[src/rtl/quad_lane_router.sv]
// Routes a raster pixel stream to four lanes by (row parity, column parity) through a
// single output register. Optional error flags under QUAD_LANE_ROUTER_ERR_EN.
module quad_lane_router #(
    parameter int D_WIDTH = 8
) (
    input  logic               clk,
    input  logic               rst,
    input  logic [D_WIDTH-1:0] up_data,
    input  logic               up_valid,
    input  logic               up_tlast,
    input  logic               up_tuser,
    output logic               up_ready,
    output logic [D_WIDTH-1:0] down_data_a,
    output logic               down_valid_a,
    output logic               down_tlast_a,
    output logic               down_tuser_a,
    input  logic               down_ready_a,
    output logic [D_WIDTH-1:0] down_data_b,
    output logic               down_valid_b,
    output logic               down_tlast_b,
    output logic               down_tuser_b,
    input  logic               down_ready_b,
    output logic [D_WIDTH-1:0] down_data_c,
    output logic               down_valid_c,
    output logic               down_tlast_c,
    output logic               down_tuser_c,
    input  logic               down_ready_c,
    output logic [D_WIDTH-1:0] down_data_d,
    output logic               down_valid_d,
    output logic               down_tlast_d,
    output logic               down_tuser_d,
    input  logic               down_ready_d
`ifdef QUAD_LANE_ROUTER_ERR_EN
    ,
    output logic               err_odd_width,
    output logic               err_odd_height
`endif
);

    typedef enum logic {SYNC, RUN} state_t;

    state_t             state, state_nxt;
    logic               row, row_nxt, col, col_nxt;
    logic               full, full_nxt;
    logic [1:0]         sel, sel_nxt;
    logic [D_WIDTH-1:0] data_q;
    logic               last_q, user_q;
    logic               load, accept;
    logic [3:0]         lane_ready, lane_valid;

    assign lane_ready = {down_ready_d, down_ready_c, down_ready_b, down_ready_a};
    assign up_ready   = !full || lane_ready[sel];
    assign accept     = up_valid && up_ready;

    always_comb begin
        state_nxt = state;
        row_nxt   = row;
        col_nxt   = col;
        sel_nxt   = sel;
        full_nxt  = full;
        load      = 1'b0;
        case (state)
            SYNC: if (accept && up_tuser) begin
                load      = 1'b1;
                state_nxt = RUN;
            end
            RUN:  load = accept;
            default: state_nxt = SYNC;
        endcase
        if (load) begin
            full_nxt = 1'b1;
            sel_nxt  = up_tuser ? 2'b00 : {row, col};
            // A start-of-frame beat occupies (0,0); the counters then point past it.
            if (up_tuser) begin
                row_nxt = up_tlast;
                col_nxt = !up_tlast;
            end else if (up_tlast) begin
                row_nxt = !row;
                col_nxt = 1'b0;
            end else begin
                col_nxt = !col;
            end
        end else if (full && lane_ready[sel]) begin
            full_nxt = 1'b0;
        end
    end

    always_ff @(posedge clk or negedge rst) begin
        if (!rst) begin
            state  <= SYNC;
            row    <= 1'b0;
            col    <= 1'b0;
            sel    <= 2'b00;
            full   <= 1'b0;
            data_q <= '0;
            last_q <= 1'b0;
            user_q <= 1'b0;
        end else begin
            state <= state_nxt;
            row   <= row_nxt;
            col   <= col_nxt;
            sel   <= sel_nxt;
            full  <= full_nxt;
            if (load) begin
                data_q <= up_data;
                last_q <= up_tlast;
                user_q <= up_tuser;
            end
        end
    end

    // Non-selected lanes see zeros so payload only appears where valid is raised.
    always_comb begin
        for (int i = 0; i < 4; i++) lane_valid[i] = full && (sel == i[1:0]);
    end

    assign down_valid_a = lane_valid[0];
    assign down_valid_b = lane_valid[1];
    assign down_valid_c = lane_valid[2];
    assign down_valid_d = lane_valid[3];
    assign down_data_a  = lane_valid[0] ? data_q : '0;
    assign down_data_b  = lane_valid[1] ? data_q : '0;
    assign down_data_c  = lane_valid[2] ? data_q : '0;
    assign down_data_d  = lane_valid[3] ? data_q : '0;
    assign down_tlast_a = lane_valid[0] && last_q;
    assign down_tlast_b = lane_valid[1] && last_q;
    assign down_tlast_c = lane_valid[2] && last_q;
    assign down_tlast_d = lane_valid[3] && last_q;
    assign down_tuser_a = lane_valid[0] && user_q;
    assign down_tuser_b = lane_valid[1] && user_q;
    assign down_tuser_c = lane_valid[2] && user_q;
    assign down_tuser_d = lane_valid[3] && user_q;

`ifdef QUAD_LANE_ROUTER_ERR_EN
    // A tuser beat always sits in column 0, so it counts as col = 0 for width checks.
    always_ff @(posedge clk or negedge rst) begin
        if (!rst) begin
            err_odd_width  <= 1'b0;
            err_odd_height <= 1'b0;
        end else begin
            err_odd_width  <= load && up_tlast && (up_tuser || !col);
            err_odd_height <= load && up_tuser && (state == RUN) && row;
        end
    end
`endif

endmodule

[config.mk]
export PLATFORM = sky130hd
export DESIGN_NAME = quad_lane_router
export DESIGN_NICKNAME = d
export VERILOG_FILES = /design/src/rtl/quad_lane_router.sv
export SDC_FILE = /design/constraint.sdc
export NUM_CORES = 1
export LEC_CHECK = 0
export ABC_AREA = 1
export ABC_CLOCK_PERIOD_IN_PS = 2690
export CELL_PAD_IN_SITES_DETAIL_PLACEMENT = 0
export CELL_PAD_IN_SITES_GLOBAL_PLACEMENT = 2
export CORE_UTILIZATION = 20
export CTS_CLUSTER_SIZE = 40
export DETAILED_ROUTE_END_ITERATION = 7
export GPL_TIMING_DRIVEN = 0
export PLACE_DENSITY = 0.86
export SLEW_MARGIN = 30
export SYNTH_ARGS = -nofsm -noshare
export SYNTH_HDL_FRONTEND = slang
export SYNTH_SLANG_ARGS = --single-unit
[constraint.sdc]
create_clock -name clk -period 2.69 [get_ports clk]
set_input_delay 0.4035 -clock clk [delete_from_list [all_inputs] [get_ports clk]]
set_output_delay 0.4035 -clock clk [all_outputs]
set_load 0.005 [all_outputs]
==> impl_metrics.toml <==
[outcome]
status = "complete, no violations"

[sta]
rsz0062_at_grt = "false"
drv_slew = 0
hold_slack_ns = 0.452
clock_skew_ns = 0.00300
tightestPinTransition_ns = 0.748
slew_headroom = 0.500
tns_ns = 0
setup_violations = 0
fmax_mhz = 433
timing.final.crit_share = 0.859
final_hold_viol_count = 0
setup_slack_ns = 0.380
post-route-min-period_ns = 2.31

[grt]
grt_pass1_wl_mm = 5.50
grt_pass1_vias = 1146
grtUsageTotal = 0.115
grt_max_degree = 17
antenna_found_initial = 0
grt_overflow_total = 0

[logic_synthesis]
synth_common_cells = "nor2_1 (41), nand2_1 (27), nand2_2 (19), dfrtp_1 (16), inv_1 (14)"
synth_cells = 156
netlist_area_mm2 = 0.00110
synth.most_common_cell = "nor2_1"
synthArstFlopShare = 1.00
yosys.area.top_type = "dfrtp_1"
synth_edf_count = 0
synthTopCellsByArea = "dfrtp_1 (36%), nor2_1 (14%), nand2_2 (11%)"
avgSynthCellArea_um2 = 7.04
netlist.area_leader.share = 0.364
ys_warn_count = 0
netlist-cell-type-count = 20
ys_seq_elements = 16
synth_seq_area_share = 0.364
synth_nets = 173
ys.flop_type = "dfrtp_1"

[setup_path]
cp_data_arrival_time_ns = 1.91
slowest_delay_ns = 0.53
reg2reg_from = "sel[0]"
r2r_cells = 10
cp.required_ns = 2.29
worst_r2r_endpoint = "data_q[4]"
cp-start-kind = "flip-flop"
criticalPathCategory = "flip-flop to output port"
critPathSlowestCell = "clkdlybuf4s50_1"
crit_path_cell_trace = "buf_6 > nand2_1 > nor2_1 > clkinv_1 > nor2_1 > clkdlybuf4s50_1"
worstPathMaxFanout = 10
critPathMostFrequentCell = "nor2_1"
r2r_setup_slack_ns = 1.30
cp-end-kind = "output port"

[cells_and_area]
register_area_um2 = 400
multi_input_area_um2 = 562
utilization = 0.353
syn_to_final_growth_pct = 67.3
drive_above_1_share = 0.173
final_area_mm2 = 0.00184
nNetsFinal = 239
diodes = 0
fin_cells = 290
fillers = 591

[clock_tree]
cts-htree-levels = 1
root_buffer = "clkbuf_8"
cts_sinks = 16
cts_max_path_buffers = 2
post_cts_resized = 0
clkTransAtPathRegs_ns = 0.06
cts_tree = "done"
ctsHoldBuffers = 0
post_cts_buffers = 0
clk_latency_ns = 0.24
cts_buffers = 3

[die]
fp.dieH_um = 76.1
rows = 26
chipWidth_um = 76.1
initial_core_util = 0.211
ios = 62
die_area_mm2 = 0.00579
design.core.area_mm2 = 0.00520

[power_and_ir_drop]
irDropWorstVdd_v = 0.000208
power_per_cell_area_mw_per_mm2 = 911
power_mw = 1.68
p_leak_nw = 0.821

[detailed_routing]
ant_nets = 0
wl_mm = 3.06
drt_iter0_markers = 53
routedWlPerCell_um = 10.6
vias_per_cell = 3.91
first_pass_iters = 4
via_count = 1133
drc = 0

[flow_run]
maxCapViolCount = 0

[placement]
dp_cells = 287
portBuffers = 61
place_ws_ns = 0.539
gp_congestion = 0.718
dp_hpwl_mm = 2.48
place_area_mm2 = 0.00180

[min_path]
worstHoldEndpoint = "state"
hold_class = "flip-flop to flip-flop"
hold_path_depth = 2
min_from = "state"
[metal layers]
layer / vias up / global-route usage / routed length (µm)
met1: 497 / 0.157 / 1510
met2: 35 / 0.182 / 1370
met4: 0 / 0.0346 / 12
met3: 2 / 0.0216 / 179
met5: - / 0 / 0
li1: 599 / - / -
[worst max path at each step]
stage | cells after the start | startpoint | slack, ns | end
after floorplan | 4 | sel[0] | 1.24 | down_data_c[0]
after global placement | 6 | down_ready_c | 0.53 | up_ready
after detailed placement | 6 | down_ready_c | 0.54 | up_ready
after CTS | 6 | sel[1] | 0.33 | down_data_d[0]
after global routing | 6 | sel[1] | 0.20 | down_data_d[5]
final | 6 | sel[1] | 0.38 | down_data_d[0]
[cells by family after synthesis]
logic type,Yosys count,synth area share
buf+inv,26,0.124
simple gates,113,0.507
flops,16,0.364
compound gates,1,0.00455
[layout by cell type (no fill, tap or decap)]
master / instances
nand3_2: 2
or2_2: 1
nand2_2: 19
nand3_1: 13
nand3b_1: 2
clkbuf_1: 2
nor3_1: 2
clkinv_1: 1
nand2_1: 27
nor2_4: 2
inv_2: 5
nand4_1: 2
clkbuf_8: 3
a21oi_1: 1
inv_1: 14
nor2_1: 41
buf_6: 3
buf_12: 1
nor2_8: 1
dfrtp_1: 16
clkdlybuf4s50_1: 61
nand2_4: 1
[worst max-delay path: cells and delay by family, from the launching register on]
| family | cells | cell delay (ns) |
|---|---|---|
| buffers and inverters | 3 | 0.96 |
| DFF | 1 | 0.34 |
| and+or+nand+nor | 3 | 0.37 |
[cell type report]
cell class,count,area share
Buffer,6,0.0334
Clock buffer,3,0.0225
Inverter,20,0.0408
Multi-Input combinational cell,114,0.306
Sequential cell,16,0.218
Tap cell,70,0.0477
Timing Repair Buffer,61,0.332
[flip-flops by register name, summed over array words and instances, names as in the netlist]
| register | cells |
|---|---|
| col | 1 |
| data_q | 8 |
| full | 1 |
| last_q | 1 |
| row | 1 |
| sel | 2 |
| state | 1 |
| user_q | 1 |
[where the power goes]
group          internal [mW]  switching, mW
registers              0.351         0.0735
clock network         0.0990         0.0748
logic                  0.525          0.551
Note: power is estimated with default switching activity, not from simulation.
